[src/rtl/jogo_pkg.sv]
// Shared definitions for the game input datapath: FSM state codes and defaults.
// Latency: n/a (package only).
// Backpressure: n/a (package only).
package jogo_pkg;

    // Button-detector FSM state codes; 6 and 7 are unused and recover to ESPERA.
    typedef enum logic [2:0] {
        ESPERA   = 3'd0,
        FILTRA   = 3'd1,
        ACEITA   = 3'd2,
        INVALIDA = 3'd3,
        SEGURA   = 3'd4,
        SOLTA    = 3'd5
    } estado_t;

    // Default number of stable samples needed to accept a press or a release.
    localparam int DEBOUNCE_CYCLES_PADRAO = 3;

    // True when exactly one bit of v is set (buttons are at most 32 wide).
    function automatic logic eh_one_hot(input logic [31:0] v);
        return (v != 32'd0) && ((v & (v - 32'd1)) == 32'd0);
    endfunction

endpackage

[src/rtl/sincronizador_2ff.sv]
// Two-flop synchroniser for asynchronous inputs; output is the second stage.
// Latency: 2 clock cycles from input to q.
// Backpressure: none, samples every cycle.
module sincronizador_2ff #(
    parameter int LARGURA = 1
) (
    input  logic               clock,
    input  logic               reset,
    input  logic [LARGURA-1:0] d,
    output logic [LARGURA-1:0] q
);

    logic [LARGURA-1:0] meta_q;
    logic [LARGURA-1:0] meta_d;
    logic [LARGURA-1:0] sinc_q;
    logic [LARGURA-1:0] sinc_d;

    // Shift the raw input through two stages.
    always_comb begin
        meta_d = d;
        sinc_d = meta_q;
    end

    // Both stages clear on reset so a held button looks like a fresh press.
    always_ff @(posedge clock) begin
        if (!reset) begin
            meta_q <= '0;
            sinc_q <= '0;
        end else begin
            meta_q <= meta_d;
            sinc_q <= sinc_d;
        end
    end

    assign q = sinc_q;

endmodule

[src/rtl/detector_jogada.sv]
// Debounces buttons, rejects multi-button presses, emits one-hot jogada + tem_jogada pulse; DB_CONTAGEM_EN adds a press counter.
// Latency: tem_jogada high in the cycle after edge DEBOUNCE_CYCLES+3 (edge 1 = first edge sampling the press).
// Backpressure: none; habilita=0 at acceptance consumes the press silently, release is still required.
module detector_jogada
    import jogo_pkg::*;
#(
    parameter int N_BOTOES        = 4,
    parameter int DEBOUNCE_CYCLES = DEBOUNCE_CYCLES_PADRAO
) (
    input  logic                clock,
    input  logic                reset,
    input  logic [N_BOTOES-1:0] botoes,
    input  logic                habilita,
    output logic [N_BOTOES-1:0] jogada,
    output logic                tem_jogada,
    output logic                jogada_invalida,
    output logic                pressionado,
    output logic [2:0]          db_estado,
    output logic [7:0]          db_num_jogadas
);

    localparam int CW = $clog2(DEBOUNCE_CYCLES);
    localparam logic [CW-1:0] CNT_MAX = CW'(DEBOUNCE_CYCLES - 1);

    logic [N_BOTOES-1:0] amostra;

    estado_t             estado_q;
    estado_t             estado_d;
    logic [CW-1:0]       cnt_q;
    logic [CW-1:0]       cnt_d;
    logic [N_BOTOES-1:0] cand_q;
    logic [N_BOTOES-1:0] cand_d;
    logic [N_BOTOES-1:0] jogada_q;
    logic [N_BOTOES-1:0] jogada_d;
    // habilita captured on entry to ACEITA so the pulse stays a pure state decode.
    logic                hab_q;
    logic                hab_d;

    sincronizador_2ff #(
        .LARGURA(N_BOTOES)
    ) u_sinc (
        .clock(clock),
        .reset(reset),
        .d    (botoes),
        .q    (amostra)
    );

    // State register and datapath flops; reset has priority over every transition.
    always_ff @(posedge clock) begin
        if (!reset) begin
            estado_q <= ESPERA;
            cnt_q    <= '0;
            cand_q   <= '0;
            jogada_q <= '0;
            hab_q    <= 1'b0;
        end else begin
            estado_q <= estado_d;
            cnt_q    <= cnt_d;
            cand_q   <= cand_d;
            jogada_q <= jogada_d;
            hab_q    <= hab_d;
        end
    end

    // Next-state: filter the press, classify it, then wait for a debounced release.
    always_comb begin
        estado_d = estado_q;
        cnt_d    = cnt_q;
        cand_d   = cand_q;
        jogada_d = jogada_q;
        hab_d    = hab_q;
        case (estado_q)
            ESPERA: begin
                if (amostra != '0) begin
                    estado_d = FILTRA;
                    cand_d   = amostra;
                    cnt_d    = '0;
                end
            end
            FILTRA: begin
                // Any change drops back to ESPERA; the new set is reloaded from there.
                if (amostra != cand_q) begin
                    estado_d = ESPERA;
                end else if (cnt_q == CNT_MAX) begin
                    if (eh_one_hot(32'(cand_q))) begin
                        estado_d = ACEITA;
                        hab_d    = habilita;
                        if (habilita) begin
                            jogada_d = cand_q;
                        end
                    end else begin
                        estado_d = INVALIDA;
                    end
                end else begin
                    cnt_d = cnt_q + CW'(1);
                end
            end
            ACEITA: begin
                estado_d = SEGURA;
            end
            INVALIDA: begin
                estado_d = SEGURA;
            end
            SEGURA: begin
                if (amostra == '0) begin
                    estado_d = SOLTA;
                    cnt_d    = '0;
                end
            end
            SOLTA: begin
                // A bounce during release returns to SEGURA, so no auto-repeat.
                if (amostra != '0) begin
                    estado_d = SEGURA;
                end else if (cnt_q == CNT_MAX) begin
                    estado_d = ESPERA;
                end else begin
                    cnt_d = cnt_q + CW'(1);
                end
            end
            default: begin
                estado_d = ESPERA;
                hab_d    = 1'b0;
            end
        endcase
    end

    // Moore outputs decoded from registered state only.
    always_comb begin
        tem_jogada      = (estado_q == ACEITA) && hab_q;
        jogada_invalida = (estado_q == INVALIDA);
        pressionado     = (estado_q == ACEITA) || (estado_q == INVALIDA) ||
                          (estado_q == SEGURA) || (estado_q == SOLTA);
        db_estado       = estado_q;
        jogada          = jogada_q;
    end

`ifdef DB_CONTAGEM_EN
    logic [7:0] num_q;
    logic [7:0] num_d;

    // Count reported presses, wrapping at 256.
    always_comb begin
        num_d = tem_jogada ? (num_q + 8'd1) : num_q;
    end

    // Press counter register.
    always_ff @(posedge clock) begin
        if (!reset) begin
            num_q <= 8'd0;
        end else begin
            num_q <= num_d;
        end
    end

    assign db_num_jogadas = num_q;
`else
    assign db_num_jogadas = 8'd0;
`endif

endmodule
[config.mk]
export PLATFORM = sky130hd
export DESIGN_NAME = detector_jogada
export DESIGN_NICKNAME = d
export VERILOG_FILES = /design/src/rtl/jogo_pkg.sv /design/src/rtl/sincronizador_2ff.sv /design/src/rtl/detector_jogada.sv
export SDC_FILE = /design/constraint.sdc
export NUM_CORES = 1
export LEC_CHECK = 0
export BUFFER_PORTS_ARGS = -buffer_cell sky130_fd_sc_hd__buf_2
export CAP_MARGIN = 15
export CORE_AREA = 5 5 73 62
export CTS_BUF_LIST = sky130_fd_sc_hd__clkbuf_4
export DETAILED_ROUTE_END_ITERATION = 6
export DIE_AREA = 0 0 78 67
export SLEW_MARGIN = 20
export SYNTH_ARGS = -nofsm -noshare
export SYNTH_HDL_FRONTEND = slang
export SYNTH_SLANG_ARGS = --single-unit
[constraint.sdc]
create_clock -name clock -period 2.75 [get_ports clock]
set_input_delay 0.275 -clock clock [delete_from_list [all_inputs] [get_ports clock]]
set_output_delay 0.275 -clock clock [all_outputs]
set_load 0.01 [all_outputs]
==> metrics.csv <==
stage,metric,value,unit
outcome,status,"complete, no violations",
global_route,antenna_found_initial,0,
worst_setup_path,cpLargestDelayFamily,compound AO/OA/AOI/OAI gates,
pwr,ir_drop,264,µV
synthesis,syn_avg_cell_area,9.14,µm²
die,die_y,67,µm
global_route,grt_start_max_net_pins,29,
global_route,grt_pass1_vias,670,
clock_tree,cts_max_level,1,
synthesis,ys_seq_area_share,41.6,%
timing,tns,0,ns
global_route,grt_pass1_wl,3060,µm
pwr,combinationalPowerShare,13.4,%
synthesis,syn-cell-area,1060,µm²
pwr,p_seq_share,50.9,%
timing,period_needed,1.71,ns
detailed_routing,drt-total-wl,1880,µm
pwr,p_leak,0.000536,µW
job,drv_cap,0,
synthesis,async_flop_share,0,%
die,coreArea,3680,µm²
pwr,p_sw,165,µW
worst_setup_path,arrival,1.92,ns
synthesis,ys_ff_latch,22,
pwr,total_power,685,µW
placed_design,place_congestion,0.826,
timing,relSlewSlack,61.3,%
worst_setup_path,end_kind,flop,
layout,area_delta_synth_final,11.3,%
clock_tree,root_buffer,clkbuf_4,
clock_tree,clkTransAtPathRegs,0.12,ns
timing,hold_viol_final,0,
placed_design,io_buffer_count,16,
synthesis,synth_commonest_cells,"22 x dfxtp_1, 10 x nor2_1, 8 x and2_1, 8 x buf_4, 8 x nand2_1",
timing,fmax,586,MHz
clock_tree,numCtsBuffers,3,
pwr,power_density,581,nW/µm²
timing,maxSlewViolCount,0,
worst_setup_path,worstPathRequired,2.97,ns
worst_setup_path,path_buf_inv,0,
detailed_routing,via_per_inst,4.35,
detailed_routing,drc_errors,0,
worst_setup_path,worstSetupPathType,flop to flop,
timing,rsz0062_at_grt,false,
timing,fin_worst_skew,0.00567,ns
synthesis,yosysTopAreaCellShare,41.6,%
pwr,p_int,520,µW
clock_tree,cts_buffer_depth,2,
synthesis,synth_edf_count,0,
detailed_routing,routedWlPerCell,10.9,µm
synthesis,synth.area.top_cells,"dfxtp_1 42%, buf_4 5.7%, and2_1 4.7%",
synthesis,synth_flop_cell,dfxtp_1,
worst_setup_path,cp_max_fo,9,
die,fp.dieArea,5230,µm²
global_route,grtUsageTotal,7.57,%
worst_setup_path,critPathMaxStageDelay,0.46,ns
die,rows,20,
timing,worst_slew_pin_slew,0.577,ns
detailed_routing,dr.pass1.iters,3,
worst_setup_path,crit_chain,"xor2_1, nor4_4, o2111a_1, nor2_1, a31o_1",
worst_setup_path,crit_slowest_cell,dfxtp_1,
clock_tree,hold_buffers,0,
global_route,grt-ovfl-total,0,
layout,antenna_cells,0,
pwr,p_sw_share,24.0,%
clock_tree,post_cts_resized,0,
clock_tree,clock-sinks,22,
synthesis,synth.largest_area_cell,dfxtp_1,
hold_path,hp-class,input port to flop,
timing,fin_crit_sh,62.0,%
clock_tree,cts_tree,yes,
timing,setup_viol,0,
synthesis,synth_cells,116,
synthesis,synth.most_common_cell,dfxtp_1,
clock_tree,postCtsSetupBuffers,0,
synthesis,yosysWarnings,0,
die,die_w,78,µm
die,io_pins,25,
synthesis,ys_types,32,
die,start_util,28.8,%
worst_setup_path,start_kind,flop,
pwr,pwr-share-clk,35.7,%
layout,layout-drive-gt1-share,18.8,%
detailed_routing,drt_iter0_markers,55,
detailed_routing,vias,748,
clock_tree,clk_latency,0.31,ns
layout,fin_nets,137,
detailed_routing,antenna_left,0,
layout,final_core_util,32.1,%
power by group through the flow:
stage | clock (µW) | combinational, µW | sequential, µW
finish | 244 | 92.1 | 349
global route | 269 | 101 | 351
CTS | 255 | 92.0 | 349
detailed placement | 0 | 92.0 | 356
global placement | 0 | 89.7 | 355
floorplan | 0 | 86.5 | 349
state kept, by name, summed over array words and instances, names as in the netlist:
| signal | count |
|---|---|
| cand_q | 4 |
| u_sinc.q | 4 |
| hab_q | 1 |
| u_sinc.meta_q | 4 |
| db_estado | 3 |
| jogada | 4 |
| cnt_q | 2 |
cell usage in the layout (no fill, tap or decap), drive strengths merged:
cell type  netlist  layout
a21oi            3       3
nor2            10      10
bufinv           0       1
nand3            1       1
and3             2       2
buf              9      16
nor4             2       2
o31a             1       1
nand3b           1       1
and2             8       8
a211o            1       1
a21boi           2       2
clkbuf           6       3
nor3b            1       1
ha               1       1
o211a            1       1
dfxtp           22      22
nand2b           5       5
xnor2            1       1
nand2            8       8
a31o             4       4
a22oi            3       3
nor2b            7       7
mux2i            3       3
nor3             2       2
xor2             5       5
a211oi           1       1
inv              3       3
conb             1       8
and4bb           1       1
o2111a           1       1
metal layers:
metal	wire length, µm	track usage, %	vias up
met3	176	3.78	4
met4	20	2.53	0
li1	-	-	399
met5	0	0	-
met2	785	11.6	24
met1	900	9.22	321
cell families (layout without fill, tap and decap cells):
logic type / count (synthesis) / count (layout) / share of synthesized area (%)
XOR/XNOR: 6 / 6 / 4.96
flip-flops: 22 / 22 / 41.6
AND/OR/NAND/NOR: 48 / 48 / 26.6
multiplexers: 3 / 3 / 2.83
AO/OA/AOI/OAI: 17 / 17 / 12.6
other: 1 / 8 / 0.354
buffers and inverters: 18 / 23 / 9.92
adder cells (fa/ha/maj): 1 / 1 / 1.18
final timing paths:
| check | start | to | slack [ns] | depth (start not counted) |
|---|---|---|---|---|
| worst min register to register | u_sinc.meta_q[3] | u_sinc.q[3] | 0.44 | 1 |
| worst max register to register | cand_q[1] | jogada[2] | 1.04 | 5 |
| worst max-delay path | cand_q[1] | jogada[2] | 1.04 | 5 |
| worst min-delay path | botoes[2] | u_sinc.meta_q[2] | 0.16 | 2 |
per-stage QoR:
stage / area (µm²) / setup slack (ns) / hold slack [ns] / instances
after floorplan: 1090 / 1.24 / 0.402 / 123
after global placement: 1130 / 1.10 / 0.415 / 168
after detailed placement: 1130 / 1.04 / 0.417 / 168
after CTS: 1180 / 1.02 / 0.148 / 172
after global routing: 1180 / 0.919 / 0.132 / 172
final: 1180 / 1.04 / 0.164 / 172
cell type report:
| type | count | area [µm²] |
|---|---|---|
| Clock buffer | 3 | 22.5 |
| Inverter | 3 | 11.3 |
| Multi-Input combinational cell | 83 | 541 |
| Fill cell | 380 | 2500 |
| Sequential cell | 22 | 440 |
| Timing Repair Buffer | 16 | 80.1 |
| Clock inverter | 1 | 30.0 |
| Tap cell | 44 | 55.1 |
No activity file was read; power rests on OpenSTA's default activity.
